`config.mk`:
```
export PLATFORM = sky130hd
export DESIGN_NAME = paam_data_tx
export DESIGN_NICKNAME = d
export VERILOG_FILES = /design/src/rtl/paam_data_tx.sv
export SDC_FILE = /design/constraint.sdc
export NUM_CORES = 1
export LEC_CHECK = 0
export ABC_AREA = 1
export CAP_MARGIN = 20
export CELL_PAD_IN_SITES_DETAIL_PLACEMENT = 1
export CELL_PAD_IN_SITES_GLOBAL_PLACEMENT = 1
export CORE_MARGIN = 1.5
export CORE_UTILIZATION = 45
export DETAILED_ROUTE_END_ITERATION = 10
export PLACE_DENSITY_LB_ADDON = 0.1
export SLEW_MARGIN = 10
export SYNTH_ARGS = -nofsm -noshare
export SYNTH_HDL_FRONTEND = slang
export SYNTH_SLANG_ARGS = --single-unit
```
`constraint.sdc`:
```
create_clock -name clk -period 5.6 [get_ports clk]
set_input_delay 0.84 -clock clk [delete_from_list [all_inputs] [get_ports clk]]
set_output_delay 0.84 -clock clk [all_outputs]
set_load 0.02 [all_outputs]
```
`src/rtl/paam_data_tx.sv`:
```
`default_nettype none
// ============================================================================
// Module      : paam_data_tx
// Description : Buffers upstream payload words in a small FIFO and plays them
//               out to the PAAM data bus as fixed-length frames separated by
//               idle gaps. Flags the first word of each frame on a one-hot
//               per-panel strobe and keeps frame / drop / underrun status.
// Revision    : 1.0 - initial release
// ============================================================================
module paam_data_tx #(
    parameter int FIFO_DEPTH = 16,  // power of two, >= 4
    parameter int FRAME_LEN  = 8,   // 1..255 words per frame
    parameter int GAP_LEN    = 2    // 1..15 idle cycles between frames
) (
    input  logic        clk,
    input  logic        rst,
    input  logic        enable,
    input  logic [9:0]  s_data,
    input  logic        s_sof,
    input  logic [1:0]  s_panel,
    input  logic        s_valid,
    output logic        s_ready,
    output logic [9:0]  paam_data,
    output logic [3:0]  paam_symbol_start,
    output logic        paam_data_valid,
    output logic [15:0] frame_cnt,
    output logic [7:0]  drop_cnt,
    output logic        underrun_err
);

    localparam int AW = $clog2(FIFO_DEPTH);

    localparam logic [AW:0]   c_depth    = (AW+1)'(FIFO_DEPTH);
    localparam logic [AW:0]   c_fill_one = (AW+1)'(1);
    localparam logic [AW-1:0] c_ptr_one  = AW'(1);
    localparam logic [7:0]    c_last_idx = 8'(FRAME_LEN - 1);
    localparam logic [3:0]    c_gap_last = 4'(GAP_LEN - 1);

    typedef enum logic [1:0] {
        ST_IDLE = 2'd0,
        ST_SEND = 2'd1,
        ST_GAP  = 2'd2
    } state_t;

    // ------------------------------------------------------------------
    // FIFO storage and bookkeeping. Each entry is {sof, panel, data}.
    // ------------------------------------------------------------------
    logic [12:0]   fifo_mem [FIFO_DEPTH];
    logic [AW-1:0] wr_ptr_q, wr_ptr_d;
    logic [AW-1:0] rd_ptr_q, rd_ptr_d;
    logic [AW:0]   fill_q,   fill_d;

    logic          wr_en;
    logic          pop;
    logic          fifo_empty;
    logic [12:0]   head;
    logic          head_sof;
    logic [1:0]    head_panel;
    logic [9:0]    head_data;

    // ------------------------------------------------------------------
    // Frame sequencer and output registers
    // ------------------------------------------------------------------
    state_t        state_q,     state_d;
    logic [7:0]    word_idx_q,  word_idx_d;   // words of this frame already popped
    logic [3:0]    gap_q,       gap_d;        // remaining gap cycles minus one
    logic [9:0]    data_q,      data_d;
    logic [3:0]    sym_q,       sym_d;
    logic          valid_q,     valid_d;
    logic [15:0]   frame_cnt_q, frame_cnt_d;
    logic [7:0]    drop_cnt_q,  drop_cnt_d;
    logic          underrun_q,  underrun_d;

    // Ready is derived from the registered fill so it never depends on this
    // cycle's pop; a freed slot becomes visible one cycle after the pop.
    assign s_ready    = (fill_q < c_depth);
    assign wr_en      = s_valid & s_ready;
    assign fifo_empty = (fill_q == '0);
    assign head       = fifo_mem[rd_ptr_q];
    assign head_sof   = head[12];
    assign head_panel = head[11:10];
    assign head_data  = head[9:0];

    // Store accepted words; storage needs no reset since fill gates reads.
    always_ff @(posedge clk) begin
        if (wr_en) begin
            fifo_mem[wr_ptr_q] <= {s_sof, s_panel, s_data};
        end
    end

    // Pointer and fill-count update; simultaneous push and pop cancel out.
    always_comb begin
        wr_ptr_d = wr_ptr_q;
        rd_ptr_d = rd_ptr_q;
        fill_d   = fill_q;
        if (wr_en) begin
            wr_ptr_d = wr_ptr_q + c_ptr_one;
        end
        if (pop) begin
            rd_ptr_d = rd_ptr_q + c_ptr_one;
        end
        case ({wr_en, pop})
            2'b10:   fill_d = fill_q + c_fill_one;
            2'b01:   fill_d = fill_q - c_fill_one;
            default: fill_d = fill_q;
        endcase
    end

    // Next-state and output logic: hunt for sof, stream a frame, then gap.
    always_comb begin
        state_d     = state_q;
        pop         = 1'b0;
        word_idx_d  = word_idx_q;
        gap_d       = gap_q;
        data_d      = data_q;      // bus holds its last word when idle
        sym_d       = 4'b0000;
        valid_d     = 1'b0;
        frame_cnt_d = frame_cnt_q;
        drop_cnt_d  = drop_cnt_q;
        underrun_d  = underrun_q;

        case (state_q)
            ST_IDLE: begin
                if (!fifo_empty) begin
                    if (!head_sof) begin
                        // Not aligned to a frame start: throw the word away.
                        pop = 1'b1;
                        if (drop_cnt_q != 8'hFF) begin
                            drop_cnt_d = drop_cnt_q + 8'd1;
                        end
                    end else if (enable) begin
                        // Word 0 of a new frame; its panel selects the strobe.
                        pop     = 1'b1;
                        valid_d = 1'b1;
                        data_d  = head_data;
                        sym_d   = 4'b0001 << head_panel;
                        if (c_last_idx == 8'd0) begin
                            frame_cnt_d = frame_cnt_q + 16'd1;
                            gap_d       = c_gap_last;
                            state_d     = ST_GAP;
                        end else begin
                            word_idx_d = 8'd1;
                            state_d    = ST_SEND;
                        end
                    end
                end
            end

            ST_SEND: begin
                if (fifo_empty) begin
                    // Upstream starved mid-frame: abandon it, leave count alone.
                    underrun_d = 1'b1;
                    state_d    = ST_IDLE;
                end else begin
                    // sof on a later word is ignored and sent as plain data.
                    pop     = 1'b1;
                    valid_d = 1'b1;
                    data_d  = head_data;
                    if (word_idx_q == c_last_idx) begin
                        frame_cnt_d = frame_cnt_q + 16'd1;
                        gap_d       = c_gap_last;
                        state_d     = ST_GAP;
                    end else begin
                        word_idx_d = word_idx_q + 8'd1;
                    end
                end
            end

            ST_GAP: begin
                if (gap_q == 4'd0) begin
                    state_d = ST_IDLE;
                end else begin
                    gap_d = gap_q - 4'd1;
                end
            end

            default: begin
                state_d = ST_IDLE;
            end
        endcase
    end

    // State and status registers with synchronous reset.
    always_ff @(posedge clk) begin
        if (rst) begin
            wr_ptr_q    <= '0;
            rd_ptr_q    <= '0;
            fill_q      <= '0;
            state_q     <= ST_IDLE;
            word_idx_q  <= 8'd0;
            gap_q       <= 4'd0;
            data_q      <= 10'd0;
            sym_q       <= 4'd0;
            valid_q     <= 1'b0;
            frame_cnt_q <= 16'd0;
            drop_cnt_q  <= 8'd0;
            underrun_q  <= 1'b0;
        end else begin
            wr_ptr_q    <= wr_ptr_d;
            rd_ptr_q    <= rd_ptr_d;
            fill_q      <= fill_d;
            state_q     <= state_d;
            word_idx_q  <= word_idx_d;
            gap_q       <= gap_d;
            data_q      <= data_d;
            sym_q       <= sym_d;
            valid_q     <= valid_d;
            frame_cnt_q <= frame_cnt_d;
            drop_cnt_q  <= drop_cnt_d;
            underrun_q  <= underrun_d;
        end
    end

    assign paam_data         = data_q;
    assign paam_symbol_start = sym_q;
    assign paam_data_valid   = valid_q;
    assign frame_cnt         = frame_cnt_q;
    assign drop_cnt          = drop_cnt_q;
    assign underrun_err      = underrun_q;

endmodule
`default_nettype wire

```
==> results by group, run 1 <==
Die
  – Die area: 0.0260 mm2
  – Die height: 161 um
  – Width of the die: 161 um
  – # rows: 57
  – Core area: 0.0245 mm2
  – Initial Utilization: 46.1%
  – I/O Pins: 58

Setup path
  – Startpoint class of the critical path: flip-flop
  – R2R depth: 19
  – CP Class: flip-flop to flip-flop
  – Worst Path Arrival: 3.95 ns
  – Kind of end point of the critical path: flip-flop
  – CP required: 6.03 ns
  – Reg2reg end: fill_q[4]
  – R2R Setup Slk: 2.08 ns
  – CP Capture Point: fill_q[4]
  – Crit Path Max Fanout: 46

Drt
  – Routed WL: 28900 um
  – Antenna-violating nets left: 0
  – Avg WL per Cell: 20.4 um
  – Initial drt markers: 578
  – Pre-antenna DRT Iters: 4
  – Vias per std cell: 5.58
  – Vias: 7897
  – Post-route DRC violation count: 0

STA
  – FMAX: 284 MHz
  – Fin crit period: 3.52 ns
  – Setup Skew: 0.0123 ns
  – Final hold vios: 0
  – RSZ-0062 raised after global routing: false
  – Max-slew violations: 0
  – Max-slew headroom at the worst pin: 32.6%
  – Setup violators final: 0
  – TNS Setup: 0 ns
  – Slew @ Worst Pin: 1.01 ns
  – Final Cycle Share: 62.8%

GRT
  – First-pass GRT wire length: 45900 um
  – Initial antenna violation count: 0
  – Number of global-route vias before repair: 7996
  – Total GRT Usage: 22.9%
  – Grt ovf: 0
  – Largest net degree at the start of global routing: 73

Synth
  – Post-synthesis mux area share: 0%
  – Main combinational cell family by area after synthesis: compound AO/OA/AOI/OAI gates
  – Yosys warns: 0
  – Simple-gate share of the synthesized area: 12.7%
  – Compound-cell area share of the yosys netlist: 12.7%
  – Synth Register Bits: 279
  – Synth Area in XOR/XNOR: 0.544%
  – Syn nets: 1030
  – Syn_area_per_cell: 11.3 um2
  – Yosys cell types: 42
  – Adder-cell area share of the yosys netlist: 1.33%
  – Register area share after synthesis: 68.0%
  – Post-Syn Area: 0.0113 mm2
  – Synth top area cells: edfxtp_1, dfxtp_1, o21ai_0
  – Synth area leader: edfxtp_1
  – Post-synth top area share: 55.4%
  – Mapped Cells: 1001

Placed design
  – GPL Wtd Cong: 0.769
  – Dpl cells: 1358
  – I/O Buffers: 57
  – DPL Wire Length: 17200 um

Clocking
  – CTS Buffer Depth: 3
  – Worst-skew pair later-pin latency: 0.56 ns
  – Worst-path clk slew: 0.06 ns
  – CTS Buf Count: 30
  – Hold_buf cts: 0
  – CTS tree: built
  – Post-CTS Repair Setup Buffers: 0
  – Post-cts resize count: 0
  – H-tree depth: 1
  – Root Driver: clkbuf_16
  – Clock sinks: 279

Final layout
  – Nets: 1095
  – ANT cells: 0
  – Commonest cells after routing, fill and taps aside: edfxtp_1, nor2_1, o21ai_0
  – Area grow syn2layout: 18.1%
  – Layout cells sized above 1: 9.08%
  – Commonest non-fill, non-tap cell in the layout: edfxtp_1
  – Final non-filler cell total: 1414

Power
  – Peak supply drop: 260 uV
  – LEAKAGE: 0.00459 uW
  – Power per cell area: 447 mW/mm2

Hold path
  – Min-Delay Path Class: flip-flop to flip-flop

Job
  – MaxCap Viol Count: 0

Outcome
  – Status: finished, final reports clean
[worst min path at each step]
stage,startpoint,endpoint,slack (ns),cells after the start
after floorplan,gap_q[0],gap_q[0],0.44,1
after global placement,frame_cnt[15],frame_cnt[15],0.46,2
after detailed placement,underrun_err,underrun_err,0.46,2
after CTS,underrun_err,underrun_err,0.48,2
after global routing,gap_q[1],gap_q[1],0.51,2
final,underrun_err,underrun_err,0.47,2
[flip-flops by register name, indices dropped and copies added (netlist names), named ones only]
name	count
fifo_mem	208
paam_data_valid	1
fill_q	5
wr_ptr_q	4
underrun_err	1
paam_data	10
drop_cnt	8
rd_ptr_q	4
word_idx_q	8
state_q	2
paam_symbol_start	4
gap_q	4
frame_cnt	16
[metrics by stage]
step / utilization [%] / total power (uW) / setup slack (ns) / hold slack (ns) / instance area (um2)
4_1_cts: 54.4 / 6010 / 2.05 / 0.478 / 13300
5_1_grt: 54.4 / 6260 / 1.66 / 0.506 / 13300
3_5_place_dp: 50.0 / 3890 / 2.06 / 0.464 / 12200
2_1_floorplan: - / 3430 / 3.26 / 0.444 / 11300
3_3_place_gp: 49.9 / 3860 / 2.17 / 0.459 / 12200
6_report: 54.4 / 5950 / 2.08 / 0.467 / 13300
[power by group]
group          leakage, uW  switching (uW)  internal (uW)
Sequential         0.00246             140           2360
Combinational      0.00161             904            438
Clock             0.000528             798           1310
Total              0.00459            1840           4110
[layout make-up]
cell class / instances / area [um2]
fill: 2542 / 11200
tap: 324 / 405
multi-input combinational: 590 / 3080
clock inverter: 10 / 165
sequential: 279 / 7670
clock buffer: 46 / 921
inverter: 84 / 315
timing repair buffer: 81 / 751
[per-layer routing]
metal	part of all wire (%)	track usage [%]	vias to the layer above
met2	47	37.9	159
met5	0	0	-
met4	1.4	4.42	0
li1	-	-	3712
met1	46	32.2	3992
met3	5.0	3.65	34
[logic make-up (layout without fill, tap and decap cells)]
family,Yosys count,after routing
and+or+nand+nor,328,328
DFF,279,279
buffers and inverters,132,221
AOI/OAI and AO/OA,243,243
xor gates and xnor gates,7,7
adders and majority gates,12,12
[worst max-delay path, cell delays in order, from the launching register on]
cell,delay (ns)
dfxtp_2,0.86
inv_2,0.46
nand2_1,0.16
nand3_1,0.08
nand3_1,0.13
nand3_1,0.08
nand2_1,0.17
nand2_1,0.11
nand2_1,0.14
inv_2,0.08
ha_1,0.25
ha_1,0.29
inv_1,0.11
nor2_1,0.06
nor2_1,0.12
nand2_1,0.07
nand2_1,0.06
nand2_1,0.04
nand2_1,0.05
a21oi_1,0.05
[synth_stat cells (all sizes together)]
master and count:
edfxtp 208, nor2 160, o21ai 128, nand2 90, inv 84, dfxtp 71, a21oi 40, clkbuf 39
nand3 38, o221ai 36, nor3 18, ha 12, o211ai 12, o22ai 12, a31oi 11, buf 9
nand4 9, xor2 6, nor3b 5, and3 4, nor4 3, a21boi 1, a31o 1, o21a 1
o31ai 1, or2 1, xnor2 1
Power figures use the tool's default switching activity.
==> inputs of run 2 (changes only) <==
==> constraint.sdc (replaced) <==
create_clock -name clk -period 3.48 [get_ports clk]
set_input_delay 0.522 -clock clk [delete_from_list [all_inputs] [get_ports clk]]
set_output_delay 0.522 -clock clk [all_outputs]
set_load 0.02 [all_outputs]
==> results by group, run 2 (same netlist as run 1, synthesis figures left out) <==
Setup path
  – Worst Path Arrival: 3.37 ns (-0.58 ns)
  – CP Class: flip-flop to flip-flop
  – Kind of end point of the critical path: flip-flop
  – R2R Setup Slk: 0.60 ns (-1.49 ns)
  – Crit Path Max Fanout: 14 (-70%)
  – Startpoint class of the critical path: flip-flop
  – Slowest stage delay, CP: 0.63 ns (-0.23 ns)
  – R2R depth: 19 (unchanged)
  – Cell mode on critical path: nand2_1
  – CP required: 3.97 ns (-2.06 ns)
  – Crit-path cells: inv_1, nand3_1, nand3_1, nand3_1, nand2_1, nand2_1, nand2_1, inv_2, ha_1, xor2_1, ha_1, inv_1, nand2_1, nand2_1, nand2_1, nand2_1, nand2_1, nand2_1, a21oi_1
  – Reg2reg end: fill_q[4]
  – Slowest library cell on the worst path: dfxtp_1

Power
  – Final Power: 9710 uW (+63%)
  – Peak supply drop: 559 uV (+120%)
  – Power per cell area: 724 mW/mm2 (+62%)
  – LEAKAGE: 0.00467 uW (+1.7%)

STA
  – RSZ-0062 raised after global routing: false
  – Setup violators final: 0 (unchanged)
  – TNS Setup: 0 ns (unchanged)
  – Final Cycle Share: 82.8% (+20 points)
  – Slew @ Worst Pin: 0.703 ns (-0.307 ns)
  – Setup Skew: 0.0191 ns (+0.00686 ns)
  – FMAX: 347 MHz (+22%)
  – Final hold vios: 0 (unchanged)
  – Max-slew violations: 0 (unchanged)
  – Max-slew headroom at the worst pin: 52.9% (+20 points)
  – Fin crit period: 2.88 ns (-0.634 ns)

Final layout
  – Commonest non-fill, non-tap cell in the layout: edfxtp_1
  – Max reg flops: 208 (unchanged)
  – Commonest cells after routing, fill and taps aside: edfxtp_1, nor2_1, o21ai_0
  – Area grow syn2layout: 19.1%
  – Layout cells sized above 1: 10.0% (+0.95 points)
  – Most flops, register: fifo_mem
  – Nets: 1110 (+1.4%)
  – ANT cells: 0 (unchanged)
  – Final non-filler cell total: 1430 (+1.1%)

Clocking
  – CTS Buffer Depth: 3 (unchanged)
  – Post-CTS Repair Setup Buffers: 0 (unchanged)
  – Worst-skew pair later-pin latency: 0.57 ns (about the same)
  – Root Driver: clkbuf_16
  – Hold_buf cts: 0 (unchanged)
  – CTS Buf Count: 31 (+3.3%)
  – Worst-path clk slew: 0.06 ns (about the same)
  – Post-cts resize count: 0 (unchanged)
  – Clock sinks: 279 (unchanged)
  – CTS tree: built
  – H-tree depth: 1 (unchanged)

Die
  – Initial Utilization: 46.1% (unchanged)
  – Die area: 0.0260 mm2 (unchanged)
  – # rows: 57 (unchanged)
  – Width of the die: 161 um (unchanged)
  – Core area: 0.0245 mm2 (unchanged)
  – I/O Pins: 58 (unchanged)
  – Die height: 161 um (unchanged)

Outcome
  – Status: finished, final reports clean

GRT
  – Number of global-route vias before repair: 8095 (+1.2%)
  – Initial antenna violation count: 0 (unchanged)
  – First-pass GRT wire length: 46200 um (+0.72%)
  – Largest net degree at the start of global routing: 63 (-14%)
  – Total GRT Usage: 23.2% (+0.32 points)
  – Grt ovf: 0 (unchanged)

Drt
  – Antenna-violating nets left: 0 (unchanged)
  – Post-route DRC violation count: 0 (unchanged)
  – Routed WL: 29800 um (+3.1%)
  – Avg WL per Cell: 20.8 um (+1.9%)
  – Initial drt markers: 488 (-16%)
  – Vias per std cell: 5.50 (-1.4%)
  – Vias: 7871 (-0.33%)
  – Pre-antenna DRT Iters: 7 (+3)

Hold path
  – Hold EP: frame_cnt[15]
  – Hold Path Origin: frame_cnt[15]
  – Worst hold stages: 2 (unchanged)
  – Min-Delay Path Class: flip-flop to flip-flop

Placed design
  – I/O Buffers: 57 (unchanged)
  – Dpl cells: 1372 (+1.0%)
  – GPL Wtd Cong: 0.800 (+4.1%)
  – DPL Wire Length: 18800 um (+9.3%)

Job
  – MaxCap Viol Count: 0 (unchanged)
## run 2: how the worst max path moves through the flow
stage | start | endpoint | slack, ns | cells after the start
floorplan | flip-flop | fill_q[4] | 1.14 | 21
finish | flip-flop | fill_q[4] | 0.60 | 19
global placement | flip-flop | fill_q[4] | 0.73 | 19
CTS | flip-flop | fill_q[4] | 0.58 | 19
detailed placement | flip-flop | fill_q[4] | 0.68 | 19
global route | flip-flop | fill_q[4] | 0.23 | 19
## run 2: per-stage QoR
| step | worst slack [ns] | cell area [um2] | util, % | hold slack, ns |
|---|---|---|---|---|
| after detailed placement | 0.679 | 12300 | 50.5 | 0.462 |
| after global routing | 0.232 | 13400 | 54.9 | 0.508 |
| final | 0.597 | 13400 | 54.9 | 0.471 |
| after CTS | 0.584 | 13400 | 54.9 | 0.478 |
| after floorplan | 1.14 | 11300 | - | 0.444 |
| after global placement | 0.733 | 12300 | 50.5 | 0.451 |
## run 2: report_power, final
group | internal, uW | switching, uW | total [uW]
Combinational | 740 | 1590 | 2330
Clock | 2100 | 1320 | 3420
Sequential | 3800 | 165 | 3960
Total | 6640 | 3080 | 9710
## run 2: cell type report
cell class                 instances  area, um2
sequential                       279       7670
inverter                          84        315
multi-input combinational        590       3080
fill                            2538      11000
tap                              324        405
clock buffer                      37        808
timing repair buffer              95        868
clock inverter                    21        270
## run 2: per-layer routing
| layer | global-route usage, % | vias up | share of wire [%] |
|---|---|---|---|
| met5 | 0 | - | 0 |
| met4 | 6.48 | 0 | 2.4 |
| met3 | 3.13 | 47 | 3.8 |
| met2 | 39.6 | 171 | 49 |
| met1 | 31.2 | 3915 | 45 |
| li1 | - | 3738 | - |
## run 2: critical path: cells and delay by family (launching register included)
kind	cells	cell delay, ns
AO/OA/AOI/OAI	1	0.11
XOR/XNOR	1	0.22
adder cells (fa/ha/maj)	2	0.45
buffers and inverters	3	0.39
flip-flops	1	0.63
AND/OR/NAND/NOR	12	1.01
==> inputs of run 3 (changes only) <==
--- a/config.mk
+++ b/config.mk
@@ -10,7 +10,7 @@
 export CELL_PAD_IN_SITES_DETAIL_PLACEMENT = 1
 export CELL_PAD_IN_SITES_GLOBAL_PLACEMENT = 1
 export CORE_MARGIN = 1.5
-export CORE_UTILIZATION = 45
+export CORE_UTILIZATION = 43
 export DETAILED_ROUTE_END_ITERATION = 10
 export PLACE_DENSITY_LB_ADDON = 0.1
 export SLEW_MARGIN = 10
==> constraint.sdc (replaced) <==
create_clock -name clk -period 2.65 [get_ports clk]
set_input_delay 0.3975 -clock clk [delete_from_list [all_inputs] [get_ports clk]]
set_output_delay 0.3975 -clock clk [all_outputs]
set_load 0.02 [all_outputs]
==> results by group, run 3 (same netlist as run 1, synthesis figures left out) <==
Final layout
  – Area grow syn2layout: 19.4%
  – Commonest cells after routing, fill and taps aside: edfxtp_1, nor2_1, o21ai_0
  – Commonest non-fill, non-tap cell in the layout: edfxtp_1
  – Fin util: 51.9% (-2.9 points)
  – Register area: 0.00767 mm2 (about the same)
  – Nets: 1120 (+0.90%)
  – Most flops, register: fifo_mem
  – Max reg flops: 208 (unchanged)
  – Final non-filler cell total: 1449 (+1.3%)
  – Area of the multi-input gates: 0.00311 mm2 (+0.89%)
  – Fill count: 2706 (+6.6%)
  – ANT cells: 0 (unchanged)
  – Layout cells sized above 1: 11.2% (+1.2 points)

Placed design
  – Dpl cells: 1388 (+1.2%)
  – DPL Wire Length: 18100 um (-3.4%)
  – GPL Wtd Cong: 0.778 (-2.7%)
  – I/O Buffers: 57 (unchanged)

STA
  – Slew @ Worst Pin: 1.06 ns (+0.356 ns)
  – FMAX: 408 MHz (+18%)
  – Final Cycle Share: 92.5% (+9.7 points)
  – Fin crit period: 2.45 ns (-0.430 ns)
  – Setup Skew: 0.0138 ns (-0.00535 ns)
  – Final hold vios: 0 (unchanged)
  – Setup violators final: 0 (unchanged)
  – Max-slew violations: 0 (unchanged)
  – Max-slew headroom at the worst pin: 29.4% (-24 points)

Drt
  – Pre-antenna DRT Iters: 4 (-3)
  – Vias per std cell: 5.45 (-0.95%)
  – Initial drt markers: 516 (+5.7%)
  – Avg WL per Cell: 20.4 um (-1.8%)
  – Antenna-violating nets left: 0 (unchanged)
  – Routed WL: 29600 um (-0.47%)
  – Vias: 7900 (+0.37%)
  – Post-route DRC violation count: 0 (unchanged)

GRT
  – Initial antenna violation count: 0 (unchanged)
  – Number of global-route vias before repair: 7840 (-3.2%)
  – First-pass GRT wire length: 45500 um (-1.5%)
  – Grt ovf: 0 (unchanged)
  – Largest net degree at the start of global routing: 97 (+54%)
  – Total GRT Usage: 22.3% (-0.89 points)

Power
  – LEAKAGE: 0.00466 uW (about the same)
  – Net Sw Power: 3970 uW (+29%)
  – Power per cell area: 931 mW/mm2 (+29%)
  – Internal: 8550 uW (+29%)
  – Part of the power in registers: 41.5% (+0.7 points)
  – Peak supply drop: 551 uV (-1.6%)
  – Final Power: 12500 uW (+29%)
  – Combinational power share: 25.4% (+1.4 points)
  – Clock share of power: 33.0% (-2.3 points)
  – Sw frac: 31.7% (+0.046 points)

Setup path
  – CP required: 3.08 ns (-0.89 ns)
  – Slowest library cell on the worst path: dfxtp_4
  – Cell mode on critical path: nand2_1
  – Startpoint class of the critical path: flip-flop
  – R2R depth: 19 (unchanged)
  – CP Class: flip-flop to flip-flop
  – Worst Path Arrival: 2.88 ns (-0.49 ns)
  – Slowest stage delay, CP: 0.38 ns (-0.25 ns)
  – Crit-path cells: clkbuf_4, nand2_1, nand3_1, nand3_1, nand3_1, nand2_2, nand2_2, nand2_2, inv_2, ha_4, ha_1, inv_2, nor2_1, nor2_1, nand2_1, nand2_1, nand2_1, nand2_1, a21oi_1
  – Kind of end point of the critical path: flip-flop
  – Crit Path Max Fanout: 7 (-7)

Clocking
  – Clock sinks: 279 (unchanged)
  – H-tree depth: 1 (unchanged)
  – Worst-path clk slew: 0.06 ns (about the same)
  – CTS tree: built
  – Worst-skew pair later-pin latency: 0.55 ns (-0.02 ns)
  – CTS Buffer Depth: 3 (unchanged)
  – Root Driver: clkbuf_16
  – CTS Buf Count: 30 (-3.2%)

Die
  – Initial Utilization: 43.5% (-2.6 points)
  – Die height: 165 um (+2.3%)
  – I/O Pins: 58 (unchanged)
  – # rows: 59 (+3.5%)
  – Die area: 0.0272 mm2 (+4.6%)
  – Core area: 0.0259 mm2 (+5.9%)
  – Width of the die: 165 um (+2.3%)

Hold path
  – Worst hold stages: 2 (unchanged)
  – Min-Delay Path Class: flip-flop to flip-flop
  – Hold Path Origin: word_idx_q[7]

Outcome
  – Status: finished, final reports clean

Job
  – MaxCap Viol Count: 0 (unchanged)
run 3: power groups by stage:
stage          clock network (uW)  logic, uW  registers, uW
6_report                     4140       3190           5200
5_1_grt                      4390       3540           5230
4_1_cts                      4250       3070           5200
3_5_place_dp                    0       3050           5280
3_3_place_gp                    0       2990           5280
2_1_floorplan                   0       1910           5330
run 3: worst max-delay path: cells and delay by family (launching register included):
kind / cells / cell delay [ns]
AO/OA/AOI/OAI: 1 / 0.05
adder cells (fa/ha/maj): 2 / 0.47
buffers and inverters: 3 / 0.33
flip-flops: 1 / 0.38
AND/OR/NAND/NOR: 13 / 1.08
run 3: layout make-up:
cell class                      count  area share, %
Multi-Input combinational cell    590           23.1
Tap cell                          335           3.11
Inverter                           84           2.39
Sequential cell                   279           57.0
Timing Repair Buffer              106           7.07
Clock buffer                       41           5.89
Clock inverter                     14           1.39
run 3: final timing paths:
kind | to | slack (ns)
min | word_idx_q[7] | 0.47
max | fill_q[4] | 0.20
max reg2reg | fill_q[4] | 0.20
min reg2reg | word_idx_q[7] | 0.47
run 3: metrics by stage:
step	hold WS (ns)	setup slack [ns]	instance area, um2	TNS [ns]
after detailed placement	0.459	-0.0873	12400	-0.0873
after floorplan	0.444	0.313	11300	0
after global routing	0.486	-0.0104	13500	-0.0104
final	0.468	0.198	13500	0
after CTS	0.469	0.0278	13400	0
after global placement	0.458	0.122	12400	0
run 3: what timing repair did:
item | CTS | global route
hold buffers | 0 | 0
pin swaps | 0 | 2
endpoints found under the setup margin | 1 | 4
setup buffers | 0 | 6
gates cloned | 0 | 0
hold endpoints to repair | 0 | 0
gates resized for setup | 3 | 10
run 3: per-layer routing:
layer / wire length, um / GRT usage, % / up-vias
li1: - / - / 3757
met1: 13700 / 31.3 / 3977
met2: 14200 / 36.9 / 131
met3: 1180 / 3.19 / 35
met4: 507 / 4.91 / 0
met5: 0 / 0 / -
